[src/rtl/mdu_seq.sv]
// Sequential multiply/divide unit with HI/LO registers: 32 shift-add or
// restoring shift-subtract steps on operand magnitudes, then one sign-fix cycle.
module mdu_seq (
   input  logic        clk,
   input  logic        reset,
   input  logic        start,
   input  logic [1:0]  op,
   input  logic [31:0] a,
   input  logic [31:0] b,
   input  logic        mthi,
   input  logic        mtlo,
   input  logic [31:0] wdata,
   input  logic        mf,
   output logic        busy,
   output logic        done,
   output logic        stall,
   output logic [31:0] hi,
   output logic [31:0] lo
);

   typedef enum logic [1:0] {IDLE, CALC, FIX} state_t;

   state_t      state;
   logic [5:0]  cnt;
   logic [1:0]  opr;
   logic        sa, sb;
   logic [31:0] aorig;
   logic [31:0] m;
   logic [63:0] p;

   logic        sgn_a, sgn_b;
   logic [31:0] abs_a, abs_b;
   logic [32:0] msum;
   logic [32:0] drem;
   logic [33:0] ddiff;
   logic [63:0] p_step;
   logic [63:0] prod;
   logic [31:0] quo, rem;
   logic [31:0] res_hi, res_lo;

   assign sgn_a = ~op[0] & a[31];
   assign sgn_b = ~op[0] & b[31];
   assign abs_a = sgn_a ? -a : a;
   assign abs_b = sgn_b ? -b : b;

   assign stall = busy & (mf | mthi | mtlo | start);

   // p holds {acc, multiplier} for multiply and {remainder, dividend/quotient} for divide
   always_comb begin
      msum   = {1'b0, p[63:32]} + (p[0] ? {1'b0, m} : 33'd0);
      drem   = {p[63:32], p[31]};
      ddiff  = {1'b0, drem} - {2'b00, m};
      p_step = {msum, p[31:1]};
      if (opr[1]) begin
         if (!ddiff[33])
            p_step = {ddiff[31:0], p[30:0], 1'b1};
         else
            p_step = {drem[31:0], p[30:0], 1'b0};
      end
   end

   always_comb begin
      prod   = (sa ^ sb) ? -p : p;
      quo    = (sa ^ sb) ? -p[31:0] : p[31:0];
      rem    = sa ? -p[63:32] : p[63:32];
      res_hi = prod[63:32];
      res_lo = prod[31:0];
      if (opr[1]) begin
         if (m == 32'd0) begin
            res_hi = aorig;
            res_lo = '1;
         end else begin
            res_hi = rem;
            res_lo = quo;
         end
      end
   end

   always_ff @(posedge clk) begin
      if (reset) begin
         state <= IDLE;
         busy  <= 1'b0;
         done  <= 1'b0;
         cnt   <= '0;
         hi    <= '0;
         lo    <= '0;
      end else begin
         done <= 1'b0;
         case (state)
            IDLE: begin
               if (start) begin
                  opr   <= op;
                  sa    <= sgn_a;
                  sb    <= sgn_b;
                  aorig <= a;
                  m     <= abs_b;
                  p     <= {32'd0, abs_a};
                  cnt   <= '0;
                  busy  <= 1'b1;
                  state <= CALC;
               end else begin
                  if (mthi) hi <= wdata;
                  if (mtlo) lo <= wdata;
               end
            end
            CALC: begin
               if (cnt == 6'd32) begin
                  state <= FIX;
               end else begin
                  p   <= p_step;
                  cnt <= cnt + 6'd1;
               end
            end
            FIX: begin
               hi    <= res_hi;
               lo    <= res_lo;
               done  <= 1'b1;
               busy  <= 1'b0;
               state <= IDLE;
            end
            default: begin
               busy  <= 1'b0;
               state <= IDLE;
            end
         endcase
      end
   end

endmodule

[config.mk]
export PLATFORM = sky130hd
export DESIGN_NAME = mdu_seq
export DESIGN_NICKNAME = d
export VERILOG_FILES = /design/src/rtl/mdu_seq.sv
export SDC_FILE = /design/constraint.sdc
export NUM_CORES = 1
export LEC_CHECK = 0
export ABC_AREA = 1
export CORE_ASPECT_RATIO = 0.75
export CORE_MARGIN = 2
export CORE_UTILIZATION = 41
export CTS_CLUSTER_DIAMETER = 60
export CTS_CLUSTER_SIZE = 16
export DETAILED_ROUTE_END_ITERATION = 16
export PLACE_DENSITY = 0.65
export SLEW_MARGIN = 20
export SYNTH_ARGS = -nofsm -noshare
export SYNTH_HDL_FRONTEND = slang
export SYNTH_SLANG_ARGS = --single-unit
[constraint.sdc]
create_clock -name clk -period 6.3 [get_ports clk]
set_input_delay 0.945 -clock clk [delete_from_list [all_inputs] [get_ports clk]]
set_output_delay 0.945 -clock clk [all_outputs]
set_load 0.02 [all_outputs]
==> results.json, run 1 <==
{
  "final.setup.tns_ns": 0,
  "async_reset_ff_share_pct": 0,
  "worst_pin_slew_ns": 1.03,
  "cts_setup_buffers": 0,
  "portBuffers": 170,
  "ctsHoldBuffers": 0,
  "ant_nets": 0,
  "final_cell_count_no_fill": 3733,
  "syn-instance-count": 3022,
  "routedWlPerCell_um": 21.6,
  "die_area_um2": 47000,
  "nets": 3309,
  "timing_hold_violations_final": 0,
  "drc_errors": 0,
  "finalCriticalPeriod_ns": 3.52,
  "placedCellCount": 3696,
  "cap_viol_max_count": 0,
  "crit_path_start_kind": "register",
  "antenna_found_initial": 1,
  "setup_violations": 0,
  "pwr_density_cell_nw_per_um2": 214,
  "vias_per_cell": 5.65,
  "cts_tree": "yes",
  "cts.clk_slew.worst_paths_ns": 0.07,
  "cts_inserted_buffers": 21,
  "grt_pass1_wl_um": 120000,
  "fmax_mhz": 284,
  "avgSynthCellArea_um2": 6.14,
  "grt_max_degree": 122,
  "ys_seq_area_share_pct": 29.2,
  "drv_slew": 0,
  "rows": 67,
  "worstPathArrival_ns": 3.92,
  "whs_ns": 0.500,
  "synthFlopType": "edfxtp_1",
  "diodes": 0,
  "yosysWarningCount": 0,
  "synth_cell_type_count": 49,
  "period_share_pct": 55.8,
  "cts.repair.resized": 0,
  "setup_slack_ns": 2.78,
  "slowest_stage": "edfxtp_1",
  "rsz0062_at_grt": "false",
  "final_common_cell": "nand2_1",
  "die_w_um": 250,
  "hpwl_um": 64500,
  "path_delay_family": "simple AND/OR/NAND/NOR gates",
  "p_total_mw": 4.61,
  "clk_latency_ns": 0.54,
  "grt_overflow": 0,
  "critical-path-max-stage-delay_ns": 0.62,
  "grt_usage_pct": 33.5,
  "worstPathBufferInverterCount": 1,
  "netlist.top_cell.by_area": "edfxtp_1",
  "io-pin-count": 171,
  "required_ns": 6.70,
  "grt_pass1_vias": 18783,
  "gp_congestion": 1.03,
  "routed_wl_um": 80700,
  "ys_seq_elements": 205,
  "synth_nets": 3198,
  "status": "complete, no violations",
  "cts_max_level": 1,
  "path_cells": "ha_1 -> nand2_1 -> nor2_4 -> nand2_2 -> nor3_2 -> nand2_1 -> nand3_2 -> nand2_4 -> nand2_4 -> nand3_1 -> nand3_1 -> nand2_1 -> inv_1",
  "cp-end-kind": "register",
  "die_y_um": 188,
  "syn2layout_area_growth_pct": 15.7,
  "fin_worst_skew_ns": 0.0216,
  "criticalPathCategory": "reg -> reg",
  "final_layout_size_suffix_gt1_share_pct": 3.84,
  "drtPass1Iterations": 6,
  "cts.sinks": 205,
  "ir_worst_vdd_uv": 173,
  "synth_edf_count": 131,
  "slew_headroom_pct": 31.2,
  "leakage_nw": 10.1,
  "core_area_um2": 44700,
  "clockRootBuffer": "clkbuf_16",
  "clock_path_buffers": 3,
  "drt_iter0_drc": 2836,
  "synth_top_area_share_pct": 21.2,
  "dp_slack_ns": 2.63,
  "synthesis.area_um2": 18600,
  "cp_common_cell": "nand2_1",
  "yosys-top-cells-area": "edfxtp_1, nand2_1, nor2_1, dfxtp_1, inv_1",
  "vias": 21077,
  "crit_path_max_fanout": 32,
  "layout_common_cells": "nand2_1, nor2_1, inv_1",
  "start_util_pct": 41.5,
  "hold_class": "reg -> reg"
}
## worst paths after layout
path,start,to,cells after the start,slack (ns)
max,p[53],p[56],13,2.78
min,cnt[0],cnt[0],1,0.50
max reg2reg,p[53],p[56],13,2.78
min reg2reg,cnt[0],cnt[0],1,0.50
## kinds of logic (layout without fill, tap and decap cells)
group                      after synthesis  after routing  synth area share (%)
buffers and inverters                  510            635                  10.6
adders and majority gates               72             72                  4.93
and+or+nand+nor                       1644           1644                  37.3
DFF                                    205            205                  29.2
xor gates and xnor gates                77             77                  3.63
AOI/OAI and AO/OA                      514            514                  14.4
## through the flow
stage	area [um^2]	utilization, %
global placement	20700	46.4
floorplan	18600	-
finish	21500	48.1
detailed placement	20700	46.4
global route	21500	48.1
CTS	21500	48.1
## synth_stat cells, types with 3 or more instances
master / count
edfxtp_1: 131
nand2_1: 806
o21bai_1: 6
nand2_2: 5
a21oi_2: 3
nor3_2: 4
nor3_1: 33
o21a_1: 4
o31ai_1: 4
nand3_2: 12
inv_1: 393
xnor2_1: 13
inv_2: 14
nor4_1: 11
o21ai_0: 203
clkbuf_1: 71
xor2_1: 64
o211ai_1: 6
nor2_4: 3
or2_2: 4
nand3_1: 244
o22ai_1: 10
o21ai_1: 21
nand4_1: 39
nand2_4: 3
dfxtp_1: 74
a21oi_1: 250
ha_1: 70
nand3b_1: 13
nor2_1: 449
buf_2: 17
buf_1: 9
and2_1: 3
nor2_2: 9
## routing by layer
layer	global-route usage, %	routed length (um)
met1	55.8	41000
met2	42.3	28900
met3	8.77	9880
met4	3.89	865
met5	0	13
## registers in the layout, indices dropped and copies added, names as in the netlist, 2 cells and up
register	flops
lo	32
p	64
hi	32
state	2
cnt	6
m	32
aorig	32
## layout make-up
type | instances | area (um^2)
timing repair buffer | 189 | 1860
sequential | 205 | 5420
multi-input combinational | 2307 | 11200
clock inverter | 16 | 195
fill | 4756 | 23200
inverter | 409 | 1540
clock buffer | 21 | 526
tap | 586 | 733
## power breakdown
part           internal, mW  total [mW]  leakage [nW]  switching [mW]
sequential             1.56        1.71          1.84           0.151
clock                 0.750        1.36         0.350           0.610
combinational         0.507        1.53          7.89            1.03
total                  2.82        4.61          10.1            1.79
Power figures use the tool's default switching activity.
==> run 2, diff against run 1 <==
==> constraint.sdc (replaced) <==
create_clock -name clk -period 3.35 [get_ports clk]
set_input_delay 0.5025 -clock clk [delete_from_list [all_inputs] [get_ports clk]]
set_output_delay 0.5025 -clock clk [all_outputs]
set_load 0.02 [all_outputs]
==> run 2 against run 1 <==
Compared with the run above:
- first-iteration DRC count grew 1.6%
- register-to-register slack worse by 2.7 ns
- cell count up 1.4%
- clock power rose by 89%
- combinational power up 100%
- maximum frequency rose by 9.1%
- clock-buffer cell count increased by 5
- worst hold slack worse by 0.0034 ns
- power up 92%
- design area up 2.2%
- largest cell class unchanged
==> results.json, run 2 (synthesized netlist as in run 1, its figures left out) <==
{
  "status": "complete, no violations",
  "cts.sinks": 205,
  "multi_input_area_um2": 11200,
  "timing_hold_violations_final": 0,
  "cts_setup_buffers": 0,
  "crit_path_start_kind": "register",
  "worst_pin_slew_ns": 0.918,
  "pwr_density_cell_nw_per_um2": 402,
  "antenna_found_initial": 2,
  "nets": 3362,
  "portBuffers": 170,
  "whs_ns": 0.497,
  "io-pin-count": 171,
  "seqCellArea_um2": 5420,
  "hold_class": "reg -> reg",
  "grt_max_degree": 120,
  "clk_latency_ns": 0.56,
  "cts_tree": "yes",
  "final.setup.tns_ns": 0,
  "grt_pass1_wl_um": 122000,
  "diodes": 0,
  "slew_headroom_pct": 38.7,
  "ant_nets": 0,
  "use_met3_pct": 9.13,
  "finish.utilization_pct": 49.1,
  "cp-end-kind": "register",
  "routedWlPerCell_um": 22.3,
  "cts.clk_slew.worst_paths_ns": 0.07,
  "period_share_pct": 96.2,
  "required_ns": 3.60,
  "criticalPathCategory": "reg -> reg",
  "vias": 21365,
  "final_common_cell": "nand2_1",
  "grt_pass1_vias": 18775,
  "fin_worst_skew_ns": 0.0217,
  "cts_inserted_buffers": 23,
  "drv_slew": 0,
  "drt_iter0_drc": 2882,
  "final_layout_size_suffix_gt1_share_pct": 5.44,
  "leakage_nw": 10.4,
  "grt_use_met2_pct": 43.3,
  "crit_path_max_fanout": 18,
  "setup_violations": 0,
  "drc_errors": 0,
  "rsz0062_at_grt": "false",
  "layout_common_cells": "nand2_1, nor2_1, inv_1",
  "syn2layout_area_growth_pct": 18.3,
  "slowest_stage": "edfxtp_1",
  "use_met1_pct": 57.8,
  "clockRootBuffer": "clkbuf_16",
  "final_cell_count_no_fill": 3786,
  "grt_overflow": 0,
  "gp_congestion": 1.02,
  "die_y_um": 188,
  "finalCriticalPeriod_ns": 3.22,
  "top_register": "p",
  "core_area_um2": 44700,
  "cts_max_level": 1,
  "clock_path_buffers": 3,
  "placedCellCount": 3747,
  "fmax_mhz": 310,
  "top_usage_layer": "met1",
  "routed_wl_um": 84400,
  "worstPathArrival_ns": 3.47,
  "critical-path-max-stage-delay_ns": 0.49,
  "largest_register_ffs": 64,
  "path_cells": "clkinvlp_4 -> ha_1 -> nand2_1 -> inv_1 -> nand3_1 -> nor2_1 -> nor3_4 -> buf_6 -> nand3_4 -> o211ai_1 -> o21ai_1",
  "die_w_um": 250,
  "hpwl_um": 68400,
  "cap_viol_max_count": 0,
  "drtPass1Iterations": 6,
  "ctsHoldBuffers": 0,
  "ir_worst_vdd_uv": 307,
  "start_util_pct": 41.5,
  "n_fill_cell": 4716,
  "grt_usage_pct": 34.7,
  "die_area_um2": 47000,
  "vias_per_cell": 5.64,
  "rows": 67
}
-- run 2: changes by cell type in the layout (fill, tap and decap cells not counted), moves of 2 or more --
cell / before / now
clkbuf_16: 21 / 23
buf_4: 18 / 62
buf_12: 1 / 7
clkbuf_1: 0 / 2
bufinv_16: 3 / 0
clkinv_8: 1 / 3
inv_8: 1 / 5
inv_6: 4 / 1
-- run 2: worst max-delay path, delay by kind of cell, from the launching register on --
| family | cells | cell delay, ns |
|---|---|---|
| flip-flops | 1 | 0.49 |
| buffers and inverters | 3 | 0.67 |
| adder cells (fa/ha/maj) | 1 | 0.43 |
| AO/OA/AOI/OAI | 2 | 0.36 |
| AND/OR/NAND/NOR | 5 | 0.94 |
-- run 2: final timing paths --
kind / startpoint / end / slack, ns / cells after the start
setup / recovery: m[29] / p[0] / 0.13 / 11
hold / removal: cnt[0] / cnt[0] / 0.50 / 1
setup reg to reg: m[29] / p[0] / 0.13 / 11
hold reg to reg: cnt[0] / cnt[0] / 0.50 / 1
-- run 2: repair_timing --
action                     in CTS  in global routing
resized for setup               0                  2
hold endpoints to repair        0                  0
setup endpoints to repair       0                  1
-- run 2: routing by layer --
metal  wire length [um]  share of wire [%]
met5                  0                  0
met3              11100                 13
met4               1310                1.5
met2              30100                 36
met1              42000                 50
-- run 2: where the power goes --
group	switching [mW]	internal, mW	total [mW]
Clock	1.24	1.34	2.57
Combinational	2.08	1.02	3.10
Sequential	0.216	2.94	3.15
-- run 2: stage by stage --
step | cell area (um^2) | setup WS (ns) | power (mW)
6_report | 22000 | 0.127 | 8.83
5_1_grt | 22000 | 0.0120 | 9.21
4_1_cts | 21900 | 0.172 | 8.76
3_5_place_dp | 21200 | 0.191 | 6.19
3_3_place_gp | 21200 | 0.156 | 6.19
2_1_floorplan | 18600 | 0.239 | 4.93
-- run 2: cell type report --
cell class | count | share of cell area [%]
multi-input combinational | 2307 | 51.1
sequential | 205 | 24.7
timing repair buffer | 240 | 10.6
inverter | 409 | 7.01
tap | 586 | 3.34
clock buffer | 26 | 2.72
clock inverter | 13 | 0.638
